### src/rtl/core_bus_arbiter.sv
// Two-master (instruction/data) Avalon arbiter onto one shared memory port.
// Data bus has priority but yields to a waiting instruction bus after DBUS_MAX_RUN grants.
package core_bus_arbiter_pkg;
   typedef struct packed {
      logic        read;
      logic        write;
      logic [31:0] address;
      logic [31:0] writedata;
      logic [3:0]  byte_enable;
   } avalon_req_t;

   typedef struct packed {
      logic [31:0] readdata;
      logic        waitrequest;
   } avalon_resp_t;
endpackage

module core_bus_arbiter
   import core_bus_arbiter_pkg::*;
#(
   parameter int unsigned DBUS_MAX_RUN = 4
) (
   input  logic         clk,
   input  logic         rst,
   input  avalon_req_t  ibus_avalon_req,
   output avalon_resp_t ibus_avalon_resp,
   input  avalon_req_t  dbus_avalon_req,
   output avalon_resp_t dbus_avalon_resp,
   output avalon_req_t  mem_avalon_req,
   input  avalon_resp_t mem_avalon_resp
);

   typedef enum logic [1:0] {
      GNT_NONE = 2'd0,
      GNT_IBUS = 2'd1,
      GNT_DBUS = 2'd2
   } gnt_e;

   localparam logic [3:0] MAX_RUN = 4'(DBUS_MAX_RUN);

   gnt_e       gnt_q;
   gnt_e       gnt_cur;
   gnt_e       rd_owner_q;
   logic [3:0] run_cnt;
   logic       ibus_rqst;
   logic       dbus_rqst;
   logic       mem_active;
   logic       accepted;

   // An instruction-bus write is not a request at all: it is never forwarded.
   assign ibus_rqst = ibus_avalon_req.read;
   assign dbus_rqst = dbus_avalon_req.read | dbus_avalon_req.write;

   always_comb begin
      gnt_cur = gnt_q;
      if (rst) begin
         gnt_cur = GNT_NONE;
      end else if (gnt_q == GNT_NONE) begin
         if (dbus_rqst && (run_cnt < MAX_RUN)) gnt_cur = GNT_DBUS;
         else if (ibus_rqst)                   gnt_cur = GNT_IBUS;
         else if (dbus_rqst)                   gnt_cur = GNT_DBUS;
         else                                  gnt_cur = GNT_NONE;
      end
   end

   always_comb begin
      mem_avalon_req = '0;
      case (gnt_cur)
         GNT_IBUS: begin
            mem_avalon_req       = ibus_avalon_req;
            mem_avalon_req.write = 1'b0;
         end
         GNT_DBUS: mem_avalon_req = dbus_avalon_req;
         default:  mem_avalon_req = '0;
      endcase
   end

   assign mem_active = mem_avalon_req.read | mem_avalon_req.write;
   assign accepted   = mem_active & ~mem_avalon_resp.waitrequest;

   always_comb begin
      ibus_avalon_resp = '0;
      dbus_avalon_resp = '0;
      ibus_avalon_resp.waitrequest = (gnt_cur == GNT_IBUS) ? mem_avalon_resp.waitrequest : ibus_rqst;
      dbus_avalon_resp.waitrequest = (gnt_cur == GNT_DBUS) ? mem_avalon_resp.waitrequest : dbus_rqst;
      if (!rst && rd_owner_q == GNT_IBUS) ibus_avalon_resp.readdata = mem_avalon_resp.readdata;
      if (!rst && rd_owner_q == GNT_DBUS) dbus_avalon_resp.readdata = mem_avalon_resp.readdata;
   end

   // gnt_q only holds a stalled grant; after acceptance the next cycle arbitrates afresh.
   always_ff @(posedge clk) begin
      if (rst) begin
         gnt_q      <= GNT_NONE;
         rd_owner_q <= GNT_NONE;
         run_cnt    <= '0;
      end else begin
         gnt_q      <= (mem_active && mem_avalon_resp.waitrequest) ? gnt_cur : GNT_NONE;
         rd_owner_q <= (accepted && mem_avalon_req.read) ? gnt_cur : GNT_NONE;
         if (!ibus_rqst || (accepted && gnt_cur == GNT_IBUS))
            run_cnt <= '0;
         else if (accepted && gnt_cur == GNT_DBUS && run_cnt < MAX_RUN)
            run_cnt <= run_cnt + 4'd1;
      end
   end

endmodule

### config.mk
export PLATFORM = sky130hd
export DESIGN_NAME = core_bus_arbiter
export DESIGN_NICKNAME = d
export VERILOG_FILES = /design/src/rtl/core_bus_arbiter.sv
export SDC_FILE = /design/constraint.sdc
export NUM_CORES = 1
export LEC_CHECK = 0
export ABC_CLOCK_PERIOD_IN_PS = 2530
export BUFFER_PORTS_ARGS = -buffer_cell sky130_fd_sc_hd__buf_4
export CAP_MARGIN = 25
export CORE_AREA = 2 2 121 123
export CTS_BUF_LIST = sky130_fd_sc_hd__clkbuf_4
export DETAILED_ROUTE_END_ITERATION = 8
export DIE_AREA = 0 0 123 125
export PLACE_DENSITY_LB_ADDON = 0.2
export SLEW_MARGIN = 20
export SYNTH_ARGS = -nofsm -noshare
export SYNTH_HDL_FRONTEND = slang
export SYNTH_SLANG_ARGS = --single-unit
### constraint.sdc
create_clock -name clk -period 2.53 [get_ports clk]
set_clock_uncertainty 0.05 [all_clocks]
set_input_delay 0.3795 -clock clk [delete_from_list [all_inputs] [get_ports clk]]
set_output_delay 0.3795 -clock clk [all_outputs]
set_load 0.005 [all_outputs]
Word-level counts from Yosys, hierarchy flattened

Cells that the tools add are included.

Input port bits: 175
Bits in registers: 8
Output and inout port bits: 136

Add/subtract/negate cells: 1
Equality and inequality tests: 4
Mux-type cells: 10
Reductions and logical operators: 15
Bitwise logic cells: 6
Order comparisons: 1

Operator list:

| kind                  | number |
|---|---|
| $pmux W70 S2          | 1 |
| $mux W32              | 2 |
| $mux W2               | 5 |
| $logic_and A1 B1 Y1   | 8 |
| $reduce_or A2 Y1      | 3 |
| $add A4 B1 Y4 const B | 1 |
| $eq A2 B1 Y1 const B  | 2 |
| $eq A2 B2 Y1 const B  | 2 |
| $lt A4 B3 Y1 const B  | 1 |
| $not A1 Y1            | 3 |
| $logic_not A1 Y1      | 2 |
| $logic_not A2 Y1      | 1 |
| $mux W1               | 2 |
| $or A1 B1 Y1          | 2 |
| $and A1 B1 Y1         | 1 |
| $logic_or A1 B1 Y1    | 1 |

Longest topological paths before layout

Depth after elaboration: 13
Mapped depth: 10
Mapped depth without buffers: 9

Worst setup path before layout

OpenSTA, ideal clock, no wires.

Path kind: input port to output port
Start point: input dbus_avalon_req[68] (netlist bit)
End point: output mem_avalon_req[10] (netlist bit)
Arrival time: 1.961 ns
Buffers on the path: 3
Stages: 9
Data required time: 2.101 ns
Setup slack: 0.139 ns
Path through: nor2_1 -> or3_1 -> a31oi_1 -> or2_1 -> ha_1 -> buf_2 -> buf_2 -> buf_1 -> nor2_1

RTL lines:

| what        | RTL line | RTL |
|---|---|---|
| from (decl) | 27       | `input avalon_req_t dbus_avalon_req,` |
| to (decl)   | 29       | `output avalon_req_t mem_avalon_req,` |

==> flow_metrics.tcl <==
set metrics [dict create \
    hold_viol 0 \
    ir_drop_v 0.0000962 \
    grt_usage 0.137 \
    drv_slew 0 \
    grt_max_degree 33 \
    rsz0062_at_grt "true" \
    multiInputGateArea_um2 1780 \
    place_inst 784 \
    layout.nets 792 \
    setup_ws_ns -0.0357 \
    fin_util 0.358 \
    synth_top_area_share 0.290 \
    grt_pass1_wl_um 17100 \
    start_kind "flop" \
    final_cell_mix "buf_4, nor2_1, and2_1, a22oi_2, a22oi_1" \
    period_needed_ns 2.57 \
    p_total_mw 0.914 \
    grt.overflow.total 0 \
    drt_iter0_drc 115 \
    failed_checks "setup timing" \
    worstMarginPinSlew_ns 0.258 \
    drc 0 \
    final_antenna_net_count 0 \
    clk_pin_slew_ns 0.06 \
    drt_pass1_iterations 4 \
    start_util 0.124 \
    numCtsBuffers 3 \
    layout.cells.most_common "buf_4" \
    die_h_um 125 \
    dp_hpwl_um 9230 \
    synthXorXnorAreaFrac 0 \
    seqPwrFrac 0.140 \
    clock_latency_ns 0.26 \
    num_io_pins 311 \
    hold_class "input pin to flop" \
    combPwrFrac 0.745 \
    syn-num-nets 463 \
    wire_per_inst_um 14.7 \
    cp_max_fo 6 \
    netlist_area_um2 1760 \
    clkPwrFrac 0.116 \
    postSynthCellCount 285 \
    num_rows 44 \
    setup_viol 16 \
    vias_per_cell 4.23 \
    crit_required_ns 2.10 \
    antenna_cells 0 \
    synth_top_family_by_area "simple AND/OR/NAND/NOR gates" \
    min_period_over_period 1.01 \
    ys.warnings.count 0 \
    crit_type "flop to primary output" \
    p_leak_nw 2.49 \
    power.internal_mw 0.601 \
    p_per_area_nw_per_um2 180 \
    ys_seq_area_frac 0.0909 \
    root_buffer "clkbuf_4" \
    met3_usage 0.0310 \
    syn_area_per_cell_um2 6.18 \
    drive_above_1_share 0.696 \
    synth-simple-area-share 0.464 \
    hold_buffers 0 \
    swShare 0.342 \
    seq_area_um2 163 \
    final_cells 796 \
    clockBufferDepth 2 \
    synth_compound_area_frac 0.337 \
    cts_tree "built" \
    die_w_um 123 \
    syn_to_final_growth_pct 188 \
    antenna_found_initial 0 \
    yosys-top-cells-area "a22oi_1, and2_1, nor2_1" \
    port_buffers 309 \
    busiest_layer "met2" \
    max-slew-margin-rel 0.828 \
    dieArea_um2 15400 \
    end_kind "primary output" \
    grt_use_met1 0.158 \
    vias 3364 \
    power_switching_mw 0.312 \
    crit_arrival_ns 2.14 \
    postRouteWirelength_um 11700 \
    max_freq_mhz 390 \
    ys_ff_latch 8 \
    h-tree-depth 1 \
    outcome "finished with violations" \
    synthDistinctLibCells 30 \
    synth_top_area_cell "a22oi_1" \
    use_met2 0.261 \
    grt_pass1_vias 3337 \
    synthMuxAreaShare 0.00639 \
    core-area_um2 14200 \
    synth-adder-area-share 0.0213 \
    fillers 1471 \
    place.gp.congestion 0.854 \
    cap_violations 0 \
    cts_sinks 8 \
]
-- critical path, cell delays in order (launching register included) --
cell,delay (ns)
dfxtp_2,0.34
or3_4,0.37
a31oi_4,0.17
nor2_1,0.10
ha_4,0.20
buf_12,0.15
buf_4,0.14
mux2_2,0.27
buf_4,0.14
-- cells by family (layout without fill, tap and decap cells) --
kind of cell	count (synthesis)	in the layout
flops	8	8
buf+inv	35	362
simple gates	157	157
fa+ha+maj	3	3
compound gates	81	81
mux	1	1
-- worst paths after layout --
| kind | from | endpoint | slack, ns | depth (start not counted) |
|---|---|---|---|---|
| worst max-delay path | run_cnt[3] | ibus_avalon_resp[0] | -0.04 | 8 |
| worst min-delay path | mem_avalon_resp[0] | rd_owner_q[1] | 0.29 | 2 |
| worst max register to register | run_cnt[3] | run_cnt[0] | 0.12 | 11 |
| worst min register to register | run_cnt[1] | run_cnt[1] | 0.43 | 2 |
-- registers in the layout, indices dropped and copies added, names as in the netlist --
signal / cells
run_cnt: 4
rd_owner_q: 2
gnt_q: 2
-- power by group through the flow --
stage | combinational (mW) | sequential [mW] | clock (mW)
floorplan | 0.169 | 0.130 | 0
global placement | 0.570 | 0.130 | 0
detailed placement | 0.577 | 0.130 | 0
CTS | 0.657 | 0.128 | 0.110
global route | 0.735 | 0.128 | 0.120
finish | 0.680 | 0.128 | 0.106
-- per-layer routing --
layer / part of all wire / wire length [µm]
met2: 0.53 / 6170
met5: 0 / 0
met4: 0.014 / 159
met3: 0.082 / 960
met1: 0.38 / 4380
-- cell type report --
type                       instances  area share
multi-input combinational        242       0.350
tap                              184      0.0453
inverter                           4     0.00296
timing repair buffer             355       0.565
clock buffer                       3     0.00443
sequential                         8      0.0320
-- repair_timing --
item / CTS / global route
buffers inserted: 8 / 0
gates resized for setup: 50 / 31
endpoints found under the setup margin: 72 / 74
cloned: 1 / 1
pin swaps: 13 / 7
-- cells in the mapped netlist --
| cell | count |
|---|---|
| a21oi_1 | 4 |
| a22oi_1 | 68 |
| a22oi_2 | 1 |
| a31oi_1 | 1 |
| a41oi_1 | 1 |
| and2_1 | 64 |
| and4b_1 | 1 |
| buf_1 | 9 |
| buf_2 | 5 |
| buf_4 | 1 |
| clkbuf_1 | 16 |
| dfxtp_1 | 8 |
| ha_1 | 3 |
| inv_1 | 4 |
| mux2_2 | 1 |
| nand2_1 | 1 |
| nand2b_1 | 1 |
| nand3_1 | 2 |
| nand3b_1 | 1 |
| nor2_1 | 74 |
| nor3_1 | 1 |
| nor3b_1 | 2 |
| nor3b_2 | 3 |
| nor4_1 | 2 |
| o21a_1 | 1 |
| o21ai_0 | 4 |
| o21ai_2 | 1 |
| or2_1 | 1 |
| or2_2 | 2 |
| or3_1 | 2 |
-- per-stage QoR --
step / setup TNS (ns) / instance area [µm²] / setup slack (ns) / hold WS [ns]
detailed placement: -1.09 / 4570 / -0.0972 / 0.431
floorplan: 0 / 1760 / 0.139 / 0.403
CTS: -2.13 / 4920 / -0.0659 / 0.275
global placement: -0.532 / 4570 / -0.0371 / 0.423
finish: -0.152 / 5080 / -0.0357 / 0.294
global route: -6.97 / 5080 / -0.128 / 0.284
(Power assumes the default switching activity.)
